==> config.mk <==
export PLATFORM = sky130hd
export DESIGN_NAME = peripheral_noc_packet_arbiter
export DESIGN_NICKNAME = d
export VERILOG_FILES = /design/src/rtl/peripheral_noc_packet_arbiter.sv
export SDC_FILE = /design/constraint.sdc
export NUM_CORES = 1
export LEC_CHECK = 0
export ABC_AREA = 1
export ABC_CLOCK_PERIOD_IN_PS = 2050
export BUFFER_PORTS_ARGS = -buffer_cell sky130_fd_sc_hd__buf_2
export CORE_ASPECT_RATIO = 1.4
export CORE_MARGIN = 2
export CORE_UTILIZATION = 25
export CTS_CLUSTER_DIAMETER = 100
export CTS_CLUSTER_SIZE = 25
export DETAILED_ROUTE_END_ITERATION = 12
export SLEW_MARGIN = 5
export SYNTH_ARGS = -nofsm -noshare
export SYNTH_HDL_FRONTEND = slang
export SYNTH_SLANG_ARGS = --single-unit
==> constraint.sdc <==
create_clock -name clk -period 2.05 [get_ports clk]
set_input_delay 0.1025 -clock clk [delete_from_list [all_inputs] [get_ports clk]]
set_output_delay 0.1025 -clock clk [all_outputs]
set_load 0.01 [all_outputs]
==> src/rtl/peripheral_noc_packet_arbiter.sv <==
// rtl/peripheral_noc_packet_arbiter.sv - packet-granular round-robin arbiter onto one registered NoC link
// A grant is held from a packet's first flit through its last flit; one bubble per packet for arbitration.
module peripheral_noc_packet_arbiter #(
  parameter int FLIT_WIDTH = 32,
  parameter int CHANNELS   = 4,
  parameter int CW         = $clog2(CHANNELS)
) (
  input  logic                           clk,
  input  logic                           rst,
  input  logic [CHANNELS*FLIT_WIDTH-1:0] in_flit,
  input  logic [CHANNELS-1:0]            in_last,
  input  logic [CHANNELS-1:0]            in_valid,
  output logic [CHANNELS-1:0]            in_ready,
  output logic [FLIT_WIDTH-1:0]          out_flit,
  output logic                           out_last,
  output logic                           out_valid,
  input  logic                           out_ready,
  output logic [CHANNELS-1:0]            grant
);

  if (CHANNELS < 2) begin : g_bad_channels
    $fatal(1, "peripheral_noc_packet_arbiter: CHANNELS must be at least 2");
  end

  typedef enum logic {
    ST_IDLE   = 1'b0,
    ST_LOCKED = 1'b1
  } state_t;

  state_t                r_state;
  state_t                w_state_nxt;
  logic [CW-1:0]         r_ptr;
  logic [CW-1:0]         w_ptr_nxt;
  logic [CW-1:0]         r_gidx;
  logic [CW-1:0]         w_gidx_nxt;
  logic [CHANNELS-1:0]   r_grant;
  logic [CHANNELS-1:0]   w_grant_nxt;
  logic [CW-1:0]         w_win;
  logic [CW:0]           w_cand;
  logic [CHANNELS-1:0]   w_win_onehot;
  logic                  w_any_req;
  logic                  w_out_free;
  logic                  w_xfer;
  logic                  w_xfer_last;
  logic [FLIT_WIDTH-1:0] w_xfer_flit;
  logic                  r_out_valid;
  logic                  r_out_last;
  logic [FLIT_WIDTH-1:0] r_out_flit;

  // Scan from the lowest priority upward so the last hit is the first requester after r_ptr.
  always_comb begin
    w_win  = r_ptr;
    w_cand = '0;
    for (int k = CHANNELS - 1; k >= 0; k--) begin
      w_cand = {1'b0, r_ptr} + (CW+1)'(k);
      if (w_cand >= (CW+1)'(CHANNELS)) begin
        w_cand = w_cand - (CW+1)'(CHANNELS);
      end
      if (in_valid[w_cand[CW-1:0]]) begin
        w_win = w_cand[CW-1:0];
      end
    end
  end

  assign w_any_req    = |in_valid;
  assign w_win_onehot = CHANNELS'(1) << w_win;
  assign w_out_free   = ~r_out_valid | out_ready;
  assign w_xfer_flit  = in_flit[r_gidx*FLIT_WIDTH +: FLIT_WIDTH];
  assign w_xfer_last  = in_last[r_gidx];

  always_comb begin
    w_state_nxt = r_state;
    w_grant_nxt = r_grant;
    w_gidx_nxt  = r_gidx;
    w_ptr_nxt   = r_ptr;
    in_ready    = '0;
    w_xfer      = 1'b0;
    case (r_state)
      ST_IDLE: begin
        if (w_any_req) begin
          w_state_nxt = ST_LOCKED;
          w_gidx_nxt  = w_win;
          w_grant_nxt = w_win_onehot;
        end
      end
      ST_LOCKED: begin
        // The owner keeps the link even while its in_valid is low; no timeout.
        in_ready[r_gidx] = w_out_free;
        w_xfer           = in_valid[r_gidx] & w_out_free;
        if (w_xfer && w_xfer_last) begin
          w_state_nxt = ST_IDLE;
          w_grant_nxt = '0;
          w_ptr_nxt   = (r_gidx == CW'(CHANNELS - 1)) ? '0 : r_gidx + CW'(1);
        end
      end
      default: begin
        w_state_nxt = ST_IDLE;
        w_grant_nxt = '0;
      end
    endcase
  end

  always_ff @(posedge clk or negedge rst) begin
    if (!rst) begin
      r_state <= ST_IDLE;
      r_ptr   <= '0;
      r_gidx  <= '0;
      r_grant <= '0;
    end else begin
      r_state <= w_state_nxt;
      r_ptr   <= w_ptr_nxt;
      r_gidx  <= w_gidx_nxt;
      r_grant <= w_grant_nxt;
    end
  end

  // A load wins over a drain, so a simultaneous load and drain keeps out_valid high.
  always_ff @(posedge clk or negedge rst) begin
    if (!rst) begin
      r_out_valid <= 1'b0;
      r_out_flit  <= '0;
      r_out_last  <= 1'b0;
    end else if (w_xfer) begin
      r_out_valid <= 1'b1;
      r_out_flit  <= w_xfer_flit;
      r_out_last  <= w_xfer_last;
    end else if (r_out_valid && out_ready) begin
      r_out_valid <= 1'b0;
      r_out_flit  <= '0;
      r_out_last  <= 1'b0;
    end
  end

  assign out_valid = r_out_valid;
  assign out_flit  = r_out_flit;
  assign out_last  = r_out_last;
  assign grant     = r_grant;

endmodule

==> results of run 1 <==
==> worst max-delay path: stages (launching register included) <==
cell	delay, ns
dfrtp_2	0.44
buf_4	0.40
ha_1	0.25
inv_1	0.05
nor3_1	0.18
buf_2	0.17
==> layout by cell type, fill, tap and decap left out, drive strengths merged, types with 2 or more instances in the layout <==
cell    Yosys  layout
a21oi      36      36
buf        23     189
clkbuf      9       6
dfrtp      43      43
ha          4       4
inv        52      52
nand2     153     153
nand3      78      78
nand4       2       2
nor2        6       6
o21ai      71      71
==> metrics by stage <==
step	hold slack (ns)	utilization	setup WS, ns
after floorplan	-0.193	-	0.523
after global placement	0.103	0.341	0.433
after detailed placement	0.104	0.341	0.442
after CTS	0.140	0.354	0.163
after global routing	0.170	0.354	0.0716
final	0.148	0.354	0.176
==> power by group <==
group / leakage (nW) / internal, mW / switching, mW
registers: 0.541 / 1.24 / 0.246
logic: 1.84 / 1.31 / 2.29
clock network: 0.0669 / 0.450 / 0.325
==> final timing paths <==
| path | start | to | slack (ns) | cells past startpoint |
|---|---|---|---|---|
| setup / recovery | r_gidx[0]$_DFFE_PN0P_ | in_ready[3] | 0.18 | 5 |
| hold reg to reg | grant[1]$_DFFE_PN0P_ | grant[1]$_DFFE_PN0P_ | 0.48 | 2 |
| hold / removal | in_flit[77] | out_flit[13]$_DFFE_PN0P_ | 0.15 | 5 |
| min in group asynchronous | rst | out_flit[8]$_DFFE_PN0P_ | 0.33 | 2 |
| max in group asynchronous | rst | out_flit[28]$_DFFE_PN0P_ | 1.01 | 3 |
| setup reg to reg | r_ptr[0]$_DFFE_PN0P_ | grant[2]$_DFFE_PN0P_ | 0.42 | 12 |
==> area by class of cell <==
type	instances	area [sq um]
clock buffer	6	129
clock inverter	2	12.5
fill	1347	7670
inverter	52	195
multi-input combinational	353	1620
sequential	43	1080
tap	147	184
timing repair buffer	190	991
==> per-layer routing <==
metal  wire length [um]  global-route usage
met5                  0                   0
met3                586              0.0336
met2               4900               0.271
met1               3890               0.166
met4                225              0.0548
==> state kept, by name (all words and copies together) (netlist names) <==
name / flops
out_last: 1
grant: 4
out_flit: 32
r_state: 1
r_ptr: 2
out_valid: 1
r_gidx: 2
==> kinds of logic after synthesis <==
kind of cell / synth area share
flops: 0.351
simple gates: 0.331
compound gates: 0.180
fa+ha+maj: 0.0163
buf+inv: 0.122
==> what timing repair did <==
| item | in CTS | in global routing |
|---|---|---|
| hold buffers | 1 | 0 |
| endpoints found under the hold margin | 20 | 0 |
| setup buffers | 0 | 0 |
==> metrics.txt, run 1 <==
Core Rows 47; largest net degree at the start of global routing just under 70; die width between 90 and 100 um; leading post-synthesis cells by cell area dfrtp_1 (35%), nand2_1 (18%), nand3_1 (13%); total power 5.86 mW; post-synthesis cell area between 3000 and 4000 sq um; Max IR drop VDD approximately 0.45 mV; Slew HR 0.660; post-place instance area 4050 sq um; Worst Path Arrival roughly 1.8 ns; leading area contributor after synthesis dfrtp_1; syn nets 623; GRT Overall Usage 0.148; final worst-path cycle share 0.914; Area growth, synth to finish 37.2%; vias per std cell 4.50; minimum clock period between 1.5 and 2 ns; First-pass DRT Iterations 4; Net count, final between 700 and 800; PostCTS Resize Cnt 0; Final Skew between 0.004 and 0.005 ns; Ports between 150 and 200; Skew-Pair Late Insertion Delay between 0.2 and 0.3 ns; Critical Path End Type primary output; asr flop ratio synth 1.00; Vias about 3600; synthesized flop and latch total 43; clk root buf clkbuf_16; initial antenna violation count 0; critical path startpoint category flop; worst hold path class primary input to flop; kind of critical path flop to primary output; power per cell area 1390 nW/um^2; CTS H-tree depth 2; Fin. Hold Viols 0; die height approximately 140 um; Syn Inst Count 480; Crit Path Max Fanout between 40 and 50; gr ovfl total 0; Core Footprint between 10000 and 15000 sq um; drt total wl slightly below 10 mm; Synth top cells by count nand2_1 (151), nand3_1 (78), inv_1 (50); CTS tree yes; share of synthesized area occupied by flip-flops and latches 0.351; DRT iter0 DRCs 120; most used flip-flop cell after synthesis dfrtp_1; DRC viols 0; fmax about 530 MHz; final number of setup-violating endpoints 0; post-synth top area share 0.351; Worst-Margin Slew around 0.51 ns; RSZ-0062 raised after global routing no; TritonCTS buffer count 5; layout cells sized above 1 0.314; status finished, final reports clean; Post-Layout Inst Area between 4000 and 5000 sq um; total negative slack 0 ns; vias in the first global route 3557; count leader, synth nand2_1; Antenna Cells 0; Lkg Pwr around 2.5 nW; # port buffers 180; syn avg cell area roughly 6.4 sq um; Starting Density 0.258; Post-synth EDFFs 0; non-filler instance count after layout 793; Slew Viols, Final 0; Placer Congestion 0.822; # clock sinks 43; first-pass GRT wire length ~16 mm; wire per inst around 12 um; CTS Buffer Depth 2; Yosys warnings 0; maxcap violations 0; Inst Count DP roughly 780; data required time at the worst endpoint roughly 2.0 ns; clock-pin slew on the worst setup and hold paths about 0.06 ns; dpl hpwl approximately 7.5 mm; post-synth cell types 21; Die ar. ~13000 sq um; Antenna Nets Post-Route 0
Power figures use the tool's default switching activity.
==> run 2: changes to the inputs <==
Settings changed: ABC_AREA 1 to not set.
==> run 2 against run 1 <==
  * Cell count decreased by 29%
  * Worst hold slack improved by 0.086 ns
  * Synthesized cell count decreased by 49%
  * Setup slack improved by 0.15 ns
  * Non-clock buffer count increased by 1
  * Design area decreased by 6.1%
  * Critical path depth unchanged
  * Register-to-register slack got worse by 0.09 ns
  * Global-route usage decreased by 0.68 points
  * Count of clock-buffer cells in the layout increased by 1
  * Clock power increased by 2.6%
  * Critical endpoint is now grant[2]$_DFFE_PN0P_
==> metrics.txt, run 2 <==
Synth top cells by count nand2_1 (70), dfrtp_1 (43), mux4_2 (34), nand3_1 (34), buf_2 (9) (was nand2_1 (151), nand3_1 (78), inv_1 (50)); syn avg cell area 11.2 sq um (was 6.39 sq um); Final Skew 0.00988 ns (was 0.00498 ns); reg2reg start r_gidx[1]$_DFFE_PN0P_ (was r_ptr[0]$_DFFE_PN0P_); data required time at the worst endpoint 2.27 ns (was 1.95 ns); GRT Overall Usage 0.141 (was 0.148); vias per std cell 4.69 (was 4.50); Comb pwr share 0.565 (was 0.614); worst hold path class primary input to flop (unchanged); dpl hpwl 6.57 mm (was 7.46 mm); Vias 2649 (was 3572); post-synth cell types 30 (was 21); PostCTS Resize Cnt 0 (unchanged); Worst Path Arrival 1.95 ns (was 1.77 ns); Placer Congestion 0.776 (was 0.822); commonest cells after routing, fill and taps aside buf_2 (180), nand2_1 (70), dfrtp_1 (41), mux4_2 (34), nand3_1 (34) (was buf_2 (180), nand2_1 (151), nand3_1 (78), inv_1 (49), dfrtp_1 (42)); register share of total power 0.283 (was 0.254); power per cell area 1320 nW/um^2 (was 1390 nW/um^2); Critical Path End Type flop (was primary output); Lkg Pwr 2.07 nW (was 2.45 nW); commonest non-fill, non-tap cell in the layout buf_2 (unchanged); Antenna Cells 0 (unchanged); count leader, synth nand2_1 (unchanged); post-synthesis cell area 2710 sq um (was 3070 sq um); most used flip-flop cell after synthesis dfrtp_1 (unchanged); post-synth top area share 0.396 (was 0.351); die width 92.1 um (was 97.6 um); Slew HR 0.625 (was 0.660); syn nets 386 (was 623); Crit Path Max Fanout 12 (was 46); CTS Buffer Depth 2 (unchanged); asr flop ratio synth 1.00 (unchanged); CTS H-tree depth 2 (unchanged); clock-pin slew on the worst setup and hold paths 0.06 ns (about the same); Ports 181 (unchanged); wire per inst 14.7 um (was 12.1 um); maxcap violations 0 (unchanged); total negative slack 0 ns (unchanged); Core Rows 45 (was 47); die height 127 um (was 135 um); DRC viols 0 (unchanged); Area growth, synth to finish 45.6% (was 37.2%); Post-synth EDFFs 0 (unchanged); CP Launch Point r_gidx[1]$_DFFE_PN0P_ (was r_gidx[0]$_DFFE_PN0P_); internal power 3.12 mW (was 3.00 mW); First-pass DRT Iterations 4 (unchanged); final worst slack 0.328 ns (was 0.176 ns); minimum clock period 1.72 ns (was 1.87 ns); Antenna Nets Post-Route 0 (unchanged); share of synthesized area occupied by flip-flops and latches 0.396 (was 0.351); drt total wl 8.32 mm (was 9.60 mm); Die ar. 11700 sq um (was 13200 sq um); Yosys warnings 0 (unchanged); first-pass GRT wire length 13.1 mm (was 16.1 mm); max reg flops 32 (unchanged); Core Footprint 10700 sq um (was 11900 sq um); gr ovfl total 0 (unchanged); Worst-Margin Slew 0.562 ns (was 0.510 ns); Fillers 1134 (was 1347); synthesized flop and latch total 43 (unchanged); RSZ-0062 raised after global routing no (unchanged); status finished, final reports clean (unchanged); clk root buf clkbuf_16 (unchanged); vias in the first global route 2730 (was 3557); Hold Crit Start in_flit[1] (was in_flit[77]); clock share of power 0.152 (was 0.132); Slew Viols, Final 0 (unchanged); DRT iter0 DRCs 46 (was 120); Skew-Pair Late Insertion Delay 0.29 ns (was 0.28 ns); sw frac 0.402 (was 0.487); TritonCTS buffer count 5 (unchanged); largest net degree at the start of global routing 44 (was 69); Fin. Hold Viols 0 (unchanged); leading area contributor after synthesis dfrtp_1 (unchanged); layout cells sized above 1 0.561 (was 0.314); critical path startpoint category flop (unchanged); leading post-synthesis cells by cell area dfrtp_1 (40%), mux4_2 (28%), nand2_1 (9.7%) (was dfrtp_1 (35%), nand2_1 (18%), nand3_1 (13%)); CTS tree yes (unchanged); Starting Density 0.254 (was 0.258); # port buffers 180 (unchanged); fmax 581 MHz (was 534 MHz); # clock sinks 43 (unchanged); final number of setup-violating endpoints 0 (unchanged); Syn Inst Count 243 (was 480); sw power 2.10 mW (was 2.86 mW); initial antenna violation count 0 (unchanged); pre-CTS setup slack 0.347 ns (was 0.442 ns); final worst-path cycle share 0.840 (was 0.914); Net count, final 566 (was 788); r2r setup slk 0.33 ns (was 0.42 ns); kind of critical path flop to flop (was flop to primary output); Max IR drop VDD 0.575 mV (was 0.451 mV)
-- run 2: cell types whose count changed in the layout (fill, tap and decap cells not counted), moves of 3 or more --
cell     change
a21oi_1     -34
inv_2        -3
nand3_1     -44
and3_1       +5
nor2_1       -3
o21ai_0     -35
o21ai_1     -34
a32o_1       +4
nand2_1     -81
inv_1       -45
mux4_2      +34
-- run 2: routing by layer --
metal	up-vias	routed length, um	GRT usage
met1	1306	3220	0.164
met2	73	4620	0.258
li1	1260	-	-
met3	10	357	0.0254
met4	0	123	0.0483
met5	-	0	0
-- run 2: final timing paths --
kind,end,depth (start not counted)
hold / removal,out_flit[1]$_DFFE_PN0P_,4
hold reg to reg,out_flit[2]$_DFFE_PN0P_,2
setup reg to reg,grant[2]$_DFFE_PN0P_,5
min in group asynchronous,out_flit[20]$_DFFE_PN0P_,3
setup / recovery,grant[2]$_DFFE_PN0P_,5
max in group asynchronous,r_gidx[0]$_DFFE_PN0P_,3
-- run 2: timing repair --
| action | in CTS | in global routing |
|---|---|---|
| hold buffers | 1 | 0 |
| buffers inserted | 0 | 0 |
| endpoints found under the hold margin | 43 | 0 |
-- run 2: cell families after synthesis --
group	Yosys count	synth area share
mux	36	0.290
simple gates	119	0.193
fa+ha+maj	4	0.0184
buf+inv	22	0.0429
flops	43	0.396
compound gates	19	0.0586
-- run 2: power groups by stage --
stage | Combinational, mW | Sequential (mW) | Clock [mW]
after floorplan | 1.90 | 1.59 | 0
after global placement | 2.95 | 1.47 | 0
after detailed placement | 3.01 | 1.50 | 0
after CTS | 3.02 | 1.48 | 0.831
after global routing | 3.29 | 1.53 | 0.852
final | 2.95 | 1.47 | 0.795
-- run 2: area by class of cell --
type                    count  area, sq um  share of cell area
flip-flops and latches     43         1080               0.273
repair buffers            191         1010               0.256
clock buffers               7          143              0.0361
multi-input cells         178         1520               0.385
clock inverters             1         5.00             0.00127
well taps                 141          176              0.0447
inverters                   4         15.0             0.00380
-- run 2: critical path: stages, from the launching register on --
cell     delay [ns]
dfrtp_2        0.38
mux4_2         0.51
and3_1         0.25
buf_4          0.20
a21oi_4        0.17
a32o_1         0.15
-- run 2: per-stage QoR --
stage	total power, mW	cell area, sq um	instances	hold slack [ns]	utilization
detailed placement	4.51	3790	556	0.217	0.355
global route	5.67	3950	565	0.241	0.369
finish	5.22	3950	565	0.234	0.369
CTS	5.34	3950	565	0.226	0.369
global placement	4.42	3790	556	0.205	0.355
floorplan	3.50	2710	243	-0.193	-
